==> src/rtl/dcache_req_port.sv <==
// dcache_req_port: MEM-stage data-side request issuer for the LA32 pipeline.
// Drives an SRAM-like bus (req/addr_ok/data_ok), counts outstanding
// transactions, converts an exception flush into a count of stale responses
// to drop, and buffers in-order responses while WB stalls.
// Optional feature macro: DCACHE_RSP_BYPASS_EN (0-cycle response bypass).
// Without it every kept response passes through the buffer (+1 cycle).

// Invariant checker for the counters and buffer occupancy.
module dcache_req_port_chk #(
   parameter int MAX_OUTST = 2
) (
   input  logic       clk,
   input  logic       rst_n,
   input  logic       hs,
   input  logic       data_ok,
   input  logic [1:0] outst_cnt,
   input  logic [1:0] cancel_cnt,
   input  logic [1:0] buf_cnt
);
   // outstanding counter never wraps upward
   assert property (@(posedge clk) disable iff (!rst_n)
      !(hs && !data_ok && (outst_cnt == 2'd3)));
   // a response never arrives with nothing outstanding
   assert property (@(posedge clk) disable iff (!rst_n)
      !(data_ok && (outst_cnt == 2'd0)));
   // stale responses are a subset of outstanding ones
   assert property (@(posedge clk) disable iff (!rst_n)
      (cancel_cnt <= outst_cnt));
   // outstanding plus buffered never exceeds the buffer depth
   assert property (@(posedge clk) disable iff (!rst_n)
      (({1'b0, outst_cnt} + {1'b0, buf_cnt}) <= 3'(MAX_OUTST)));
endmodule

module dcache_req_port #(
   parameter int MAX_OUTST = 2,
   parameter int ADDR_W    = 32,
   parameter int DATA_W    = 32
) (
   input  logic              clk,
   input  logic              rst_n,
   input  logic              ex_valid_i,
   input  logic              ex_wr_i,
   input  logic [1:0]        ex_size_i,
   input  logic [3:0]        ex_wstrb_i,
   input  logic [ADDR_W-1:0] ex_addr_i,
   input  logic [DATA_W-1:0] ex_wdata_i,
   output logic              mem_allowin_o,
   output logic              req_o,
   output logic              wr_o,
   output logic [1:0]        size_o,
   output logic [3:0]        wstrb_o,
   output logic [ADDR_W-1:0] addr_o,
   output logic [DATA_W-1:0] wdata_o,
   input  logic              addr_ok_i,
   input  logic              data_ok_i,
   input  logic [DATA_W-1:0] rdata_i,
   input  logic              excep_flush_i,
   input  logic              wb_allowin_i,
   output logic              rsp_valid_o,
   output logic [DATA_W-1:0] rsp_rdata_o
);

   typedef enum logic [1:0] {
      IDLE       = 2'd0,
      REQ        = 2'd1,
      REQ_CANCEL = 2'd2
   } state_t;

   localparam logic [1:0] LAST_IDX    = 2'(MAX_OUTST - 1);
   localparam logic [2:0] MAX_OUTST_W = 3'(MAX_OUTST);

   // Circular pointer advance over MAX_OUTST buffer slots.
   function automatic logic [1:0] ptr_inc(input logic [1:0] ptr);
      if (ptr == LAST_IDX) begin
         return 2'd0;
      end else begin
         return ptr + 2'd1;
      end
   endfunction

   state_t            state_r, state_next_s;
   logic              req_r, wr_r;
   logic [1:0]        size_r;
   logic [3:0]        wstrb_r;
   logic [ADDR_W-1:0] addr_r;
   logic [DATA_W-1:0] wdata_r;

   logic [1:0]        outst_cnt_r, outst_cnt_next_s;
   logic [1:0]        cancel_cnt_r, cancel_cnt_next_s;

   // Storage sized for the largest legal depth; only MAX_OUTST slots are used.
   logic [DATA_W-1:0] buf_mem_r [4];
   logic [1:0]        rd_ptr_r, wr_ptr_r, buf_cnt_r;

   logic hs_s, allowin_s, accept_s, buf_nonempty_s, keep_s;
   logic push_s, pop_s, rsp_valid_s;
   logic cancel_inc_s, cancel_dec_s;
   logic [DATA_W-1:0] rsp_rdata_s;

   assign hs_s           = req_r && addr_ok_i;
   assign allowin_s      = (state_r == IDLE) && rst_n &&
                           (({1'b0, outst_cnt_r} + {1'b0, buf_cnt_r}) < MAX_OUTST_W);
   assign accept_s       = ex_valid_i && allowin_s && !excep_flush_i;
   assign buf_nonempty_s = (buf_cnt_r != 2'd0);
   // A response is kept only if nothing stale is ahead of it and no flush now.
   assign keep_s         = rst_n && data_ok_i && (cancel_cnt_r == 2'd0) && !excep_flush_i;
   assign cancel_inc_s   = hs_s && (state_r == REQ_CANCEL);
   assign cancel_dec_s   = data_ok_i && (cancel_cnt_r != 2'd0);
   assign pop_s          = wb_allowin_i && buf_nonempty_s && !excep_flush_i;

   // Request FSM next state; a flush cannot retract a request already on the bus.
   always_comb begin
      state_next_s = state_r;
      case (state_r)
         IDLE: begin
            if (accept_s) begin
               state_next_s = REQ;
            end else begin
               state_next_s = IDLE;
            end
         end
         REQ: begin
            if (hs_s) begin
               state_next_s = IDLE;
            end else if (excep_flush_i) begin
               state_next_s = REQ_CANCEL;
            end else begin
               state_next_s = REQ;
            end
         end
         REQ_CANCEL: begin
            if (hs_s) begin
               state_next_s = IDLE;
            end else begin
               state_next_s = REQ_CANCEL;
            end
         end
         default: begin
            state_next_s = IDLE;
         end
      endcase
   end

   // Outstanding and stale-response counter updates.
   always_comb begin
      outst_cnt_next_s  = outst_cnt_r;
      cancel_cnt_next_s = cancel_cnt_r;
      if (hs_s && !data_ok_i) begin
         outst_cnt_next_s = outst_cnt_r + 2'd1;
      end else if (!hs_s && data_ok_i) begin
         outst_cnt_next_s = outst_cnt_r - 2'd1;
      end else begin
         outst_cnt_next_s = outst_cnt_r;
      end
      // On flush every still-unanswered transaction becomes stale, including
      // one handshaken this very cycle; a response this cycle is itself dropped.
      if (excep_flush_i) begin
         cancel_cnt_next_s = outst_cnt_next_s;
      end else if (cancel_inc_s && !cancel_dec_s) begin
         cancel_cnt_next_s = cancel_cnt_r + 2'd1;
      end else if (!cancel_inc_s && cancel_dec_s) begin
         cancel_cnt_next_s = cancel_cnt_r - 2'd1;
      end else begin
         cancel_cnt_next_s = cancel_cnt_r;
      end
   end

   // Response routing: buffered data always goes ahead of live rdata.
   always_comb begin
      push_s      = 1'b0;
      rsp_valid_s = 1'b0;
      rsp_rdata_s = '0;
`ifdef DCACHE_RSP_BYPASS_EN
      push_s      = keep_s && (buf_nonempty_s || !wb_allowin_i);
      rsp_valid_s = (buf_nonempty_s || keep_s) && !excep_flush_i;
      if (buf_nonempty_s) begin
         rsp_rdata_s = buf_mem_r[rd_ptr_r];
      end else if (keep_s) begin
         rsp_rdata_s = rdata_i;
      end else begin
         rsp_rdata_s = '0;
      end
`else
      push_s      = keep_s;
      rsp_valid_s = buf_nonempty_s && !excep_flush_i;
      if (buf_nonempty_s) begin
         rsp_rdata_s = buf_mem_r[rd_ptr_r];
      end else begin
         rsp_rdata_s = '0;
      end
`endif
   end

   assign mem_allowin_o = allowin_s;
   assign rsp_valid_o   = rsp_valid_s;
   assign rsp_rdata_o   = rsp_rdata_s;
   assign req_o         = req_r;
   assign wr_o          = wr_r;
   assign size_o        = size_r;
   assign wstrb_o       = wstrb_r;
   assign addr_o        = addr_r;
   assign wdata_o       = wdata_r;

   // FSM state, bus request fields and transaction counters.
   always_ff @(posedge clk) begin
      if (!rst_n) begin
         state_r      <= IDLE;
         req_r        <= 1'b0;
         wr_r         <= 1'b0;
         size_r       <= 2'd0;
         wstrb_r      <= 4'd0;
         addr_r       <= '0;
         wdata_r      <= '0;
         outst_cnt_r  <= 2'd0;
         cancel_cnt_r <= 2'd0;
      end else begin
         state_r      <= state_next_s;
         req_r        <= (state_next_s != IDLE);
         outst_cnt_r  <= outst_cnt_next_s;
         cancel_cnt_r <= cancel_cnt_next_s;
         if (accept_s) begin
            wr_r    <= ex_wr_i;
            size_r  <= ex_size_i;
            wstrb_r <= ex_wstrb_i;
            addr_r  <= ex_addr_i;
            wdata_r <= ex_wdata_i;
         end
      end
   end

   // Response buffer pointers and occupancy; a flush empties it.
   always_ff @(posedge clk) begin
      if (!rst_n) begin
         rd_ptr_r  <= 2'd0;
         wr_ptr_r  <= 2'd0;
         buf_cnt_r <= 2'd0;
      end else if (excep_flush_i) begin
         rd_ptr_r  <= 2'd0;
         wr_ptr_r  <= 2'd0;
         buf_cnt_r <= 2'd0;
      end else begin
         if (push_s) begin
            wr_ptr_r <= ptr_inc(wr_ptr_r);
         end
         if (pop_s) begin
            rd_ptr_r <= ptr_inc(rd_ptr_r);
         end
         case ({push_s, pop_s})
            2'b10:   buf_cnt_r <= buf_cnt_r + 2'd1;
            2'b01:   buf_cnt_r <= buf_cnt_r - 2'd1;
            default: buf_cnt_r <= buf_cnt_r;
         endcase
      end
   end

   // Response buffer data storage.
   always_ff @(posedge clk) begin
      if (push_s) begin
         buf_mem_r[wr_ptr_r] <= rdata_i;
      end
   end

   dcache_req_port_chk #(.MAX_OUTST(MAX_OUTST)) u_chk (
      .clk        (clk),
      .rst_n      (rst_n),
      .hs         (hs_s),
      .data_ok    (data_ok_i),
      .outst_cnt  (outst_cnt_r),
      .cancel_cnt (cancel_cnt_r),
      .buf_cnt    (buf_cnt_r)
   );

endmodule

==> config.mk <==
export PLATFORM = sky130hd
export DESIGN_NAME = dcache_req_port
export DESIGN_NICKNAME = d
export VERILOG_FILES = /design/src/rtl/dcache_req_port.sv
export SDC_FILE = /design/constraint.sdc
export NUM_CORES = 1
export LEC_CHECK = 0
export ABC_AREA = 1
export CORE_ASPECT_RATIO = 0.8
export CORE_UTILIZATION = 44
export CTS_BUF_LIST = sky130_fd_sc_hd__clkbuf_16
export CTS_CLUSTER_DIAMETER = 40
export DETAILED_ROUTE_END_ITERATION = 6
export PLACE_DENSITY = 0.84
export SLEW_MARGIN = 10
export SYNTH_ARGS = -nofsm -noshare
export SYNTH_HDL_FRONTEND = slang
export SYNTH_SLANG_ARGS = --single-unit
==> constraint.sdc <==
create_clock -name clk -period 3.01 [get_ports clk]
set_clock_uncertainty 0.1 [all_clocks]
set_input_delay 0.4515 -clock clk [delete_from_list [all_inputs] [get_ports clk]]
set_output_delay 0.4515 -clock clk [all_outputs]
set_load 0.02 [all_outputs]
Word level (Yosys, flattened, before mapping)
Memory sizes are Yosys's and may differ from the RTL's. A register that Yosys moved wholly into a read port is not among the register bits.
Cells that the tools add are included.
{ "word_totals": {"regBits": 84, "mem_bits_rw": 128, "input_bits": 110, "elab_cells": 78, "memories": 1} }
{ "classes": {"n_addsub": 9, "n_lt_le_gt_ge": 1, "eq_ne": 6, "n_mux": 18, "bitwise_logic": 1, "n_reduce_logical": 30} }
{ "memory_table": {"columns": ["memory", "depth", "word_bits", "rd", "rd_clocked_by_memory_dff", "write_ports", "line_no", "text"], "rows": [
  ["buf_mem_r", 4, 32, 1, 1, 1, "92", "logic [DATA_W-1:0] buf_mem_r [4];"]
]} }
{ "ops": {"columns": ["cell", "count"], "rows": [
  ["$mux W32", 1],
  ["$mux W2", 12],
  ["$logic_and A1 B1 Y1", 17],
  ["$add A2 B1 Y2 const B", 5],
  ["$eq A2 B1 Y1 const B", 4],
  ["$reduce_bool A2 Y1", 4],
  ["$pmux W2 S3", 1],
  ["$sub A2 B1 Y2 const B", 3],
  ["$logic_not A1 Y1", 5],
  ["$eq A2 B2 Y1 const B", 2],
  ["$logic_not A2 Y1", 2],
  ["$pmux W2 S2", 1],
  ["$add A2 B2 Y3", 1],
  ["$lt A3 B2 Y1 const B", 1],
  ["$mux W1", 3],
  ["$reduce_bool A3 Y1", 1],
  ["$reduce_or A2 Y1", 1],
  ["$not A1 Y1", 1]
]} }

Logic depth before layout (Yosys ltp)
{ "logic_depth": {"depth_word": 8, "depth_mapped": 9} }

Worst setup path before layout
OpenSTA, ideal clock, no wires.
{ "synth_path": {"path_type": "input -> register", "from": "in excep_flush_i", "to": "mem buf_mem_r[1][0] (enable)", "setup_ns": 0.421, "t_arrival_ns": 2.471, "t_required_ns": 2.489, "slack_ns": 0.017, "path_stages": 7, "path_buffers": 0, "cell_sequence": "inv_1 nand2_1 inv_1 nand3_1 nor2_1 inv_1 nor2_1"} }
{ "synth_via": {"elab_chain_len": 4} }
{ "synth_lines": {"columns": ["item", "line_no", "text"], "rows": [
  ["start: declaration", "57", "input logic excep_flush_i,"],
  ["$logic_not A1 Y1", "106", "assign keep_s = rst_n && data_ok_i && (cancel_cnt_r == 2'd0) && !excep_flush_i;"],
  ["$logic_and A1 B1 Y1", "106", null],
  ["$mux W1", "258", "if (push_s) begin"],
  ["$mux W1 (implied by the code)", "259", "buf_mem_r[wr_ptr_r] <= rdata_i;"],
  ["end: declaration", "92", null]
]} }
Every way passes these cells.

==> metrics.md <==
| Metric | Value |
|---|---|
| Outcome | complete, no violations |
| Complex-gate fraction of the synthesized area | between 10 and 15% |
| CP arrival | 2.33 ns |
| Clk root buf | clkbuf_16 |
| XOR/XNOR share of the synthesized area | 0.1064% |
| Slowest Stage Delay on Critical Path | 0.65 ns |
| Clk Latency, worst-skew pair | slightly above 0.5 ns |
| GR Util met2 | 36.01% |
| Worst Path Buf+Inv | 3 |
| Synthesized flop and latch total | 214 |
| Die H | 124.4 um |
| Max-slew headroom | 59.72% |
| Total core area | 18220 sq um |
| Ant diodes | 0 |
| Final nets | approximately 1100 |
| Peak VDD IR | 0.0004104 V |
| Share of cells above drive strength 1 | between 7 and 8% |
| GPL Wtd Cong | 0.8402 |
| Commonest non-fill, non-tap cells in the layout | clkdlybuf4s50_1 (213), nor2_1 (146), o21ai_0 (138), edfxtp_1 (128), a21oi_1 (106) |
| Detailed-route via count | approximately 6300 |
| H-tree Lvls | 1 |
| First-pass GRT wire length | slightly above 30 mm |
| Final hold vios | 0 |
| Yosys warnings | 0 |
| Clk buf depth | 3 |
| Final core occ | 63.76% |
| Cts hold-fix bufs | 0 |
| Area leader, netlist | edfxtp_1 |
| Largest fanout on the critical path | 8 |
| Crit path required time | roughly 2.5 ns |
| Mapped Cells | 804 |
| Row cnt | 44 |
| Post-DP HPWL | 12.33 mm |
| Vias in the first global route | 6323 |
| Largest family of logic cells by synthesized area | compound AO/OA/AOI/OAI gates |
| GR Layer Usage met1 | a little under a quarter |
| Least-Margin Pin Slew | 0.6043 ns |
| RSZ-0062 raised after global routing | false |
| Yosys top cell area share | 46.67% |
| Post-synthesis adder-cell area fraction | less than 1% |
| Max Freq | 346.6 MHz |
| CTS tree | done |
| Fillcell total | 1394 |
| Most common cell after layout, fill and taps aside | clkdlybuf4s50_1 |
| Post-synthesis simple-gate area fraction | 9.951% |
| Slew Viols, Final | 0 |
| Met3 GRT Util | 6.820% |
| Total gr overflow | 0 |
| Max-Cap Viols | 0 |
| Layout area overhead | 41.08% |
| Hold Crit Class | input port to flop |
| Syn nets | between 900 and 1000 |
| Clock slew seen by the registers of the worst setup and hold paths | around 0.06 ns |
| Mux cell area share after synthesis | 0% |
| DRT Wirelength | roughly 20 mm |
| GR peak layer | met2 |
| Final setup TNS | 0 ns |
| Largest cells by area after synthesis | edfxtp_1 (47%), dfxtp_1 (21%), o21ai_0 (8.4%) |
| Total GRT Usage | about 20% |
| CP max-delay cell | clkdlybuf4s50_1 |
| Final worst path period need | 2.885 ns |
| Final setup violation count | 0 |
| Post-synthesis sequential area ratio | 67.58% |
| Initial Utilization | 45.19% |
| Per-cell routed wire length | 15.08 um |
| Via/cell ratio | 4.892 |
| Static Leakage | a little over 4 nW |
| Crit. End Element | output port |
| Crit-path cells | clkinvlp_4 > buf_4 > nor2_1 > o21ai_0 > a21oi_1 > clkdlybuf4s50_1 |
| Delay-heaviest family, CP | buffers and inverters |
| Final Power | 6.920 mW |
| Post-Place Cell Area | ~11000 sq um |
| Drt first pass iters | 4 |
| Pin count of the biggest net entering global routing | 73 |
| Initial DRC count | 436 |
| PortBufs | 215 |
| DRC Markers | 0 |
| Syn avg cell area | ~10 sq um |
| Initial antenna violation count | 1 |
| Final period util | 95.86% |
| Power Dens Cells | 595.6 nW/um^2 |
| Chip Width | 155.0 um |
| Crit path kind | flop to output port |
| Clock sink total | 214 |
| Cell Area, Synth | 8235 sq um |
| CTS Buf Count | 26 |
| Die area | 19270 sq um |
| Fin area | 11620 sq um |
| Netlist cell types | 25 |
| Critical Path Source Type | flop |
| Antenna-violating nets left | 0 |
| # IOs | ~220 |
-- state kept, by name (all words and copies together), names as in the netlist, named ones only --
signal,flops
wstrb_o,4
wdata_o,32
outst_cnt_r,2
req_o,1
wr_o,1
size_o,2
buf_mem_r,128
buf_cnt_r,2
rd_ptr_r,2
state_r,2
wr_ptr_r,2
cancel_cnt_r,2
addr_o,32
-- worst reg2reg max path: stages, from the launching register on --
cell and delay, ns:
dfxtp_1 0.40, nand2_1 0.07, inv_1 0.06, fa_1 0.45, nor3_4 0.26, nand4_4 0.29
buf_12 0.29, o21ai_0 0.23, a21oi_1 0.07
-- where the power goes --
part	internal (mW)	switching (mW)	total, mW
logic	0.302	0.298	0.600
registers	3.18	0.0431	3.23
clock network	1.88	1.22	3.10
total	5.36	1.56	6.92
-- cell type report --
class	count	area [sq um]	area share (%)
tap	253	316.6	2.725
clock buffer	28	700.7	6.031
sequential	214	5568	47.92
inverter	94	356.6	3.069
timing repair buffer	234	2380	20.48
clock inverter	19	177.7	1.529
multi-input combinational	450	2120	18.24
-- final timing paths --
path | start | slack, ns | cells past startpoint | endpoint
setup / recovery | flop | 0.12 | 6 | rsp_rdata_o[15]
hold / removal | rst_n | 0.12 | 3 | outst_cnt_r[1]
setup reg to reg | outst_cnt_r[0] | 0.68 | 8 | addr_o[24]
hold reg to reg | wstrb_o[2] | 0.34 | 2 | wstrb_o[2]
-- logic make-up (layout without fill, tap and decap cells) --
group | after synthesis | in the layout
xor gates and xnor gates | 1 | 1
AOI/OAI and AO/OA | 245 | 245
DFF | 214 | 214
and+or+nand+nor | 202 | 202
buffers and inverters | 140 | 375
adders and majority gates | 2 | 2
-- synth_stat cells, drive strengths merged --
master and count:
nor3 3, buf 16, xor2 1, edfxtp 128, nor2 151, nand4 3
nand2 30, and3 1, ha 1, a21oi 106, fa 1, and2 1
inv 93, clkbuf 30, dfxtp 86, o21ai 139, clkinv 1, nand3 12
nor3b 1
-- repair_timing --
item,in CTS,in global routing
setup buffers,0,4
endpoints found under the setup margin,1,10
gates resized for setup,2,2
pin swaps,0,0
-- per-stage QoR --
step                      cells  hold slack [ns]  worst slack (ns)
after floorplan             804           0.3023           0.01724
after global placement     1241           0.3210            0.4324
after detailed placement   1241           0.3357            0.3334
after CTS                  1288          0.09835           0.03870
after global routing       1292           0.1326           0.01671
final                      1292           0.1154            0.1247
-- layer usage --
| metal | vias up | wire length (um) |
|---|---|---|
| met5 | - | 11 |
| met3 | 44 | 1794 |
| met2 | 241 | 9593 |
| met4 | 2 | 521 |
| met1 | 2896 | 7568 |
| li1 | 3137 | - |
No activity file was read; power rests on OpenSTA's default activity.
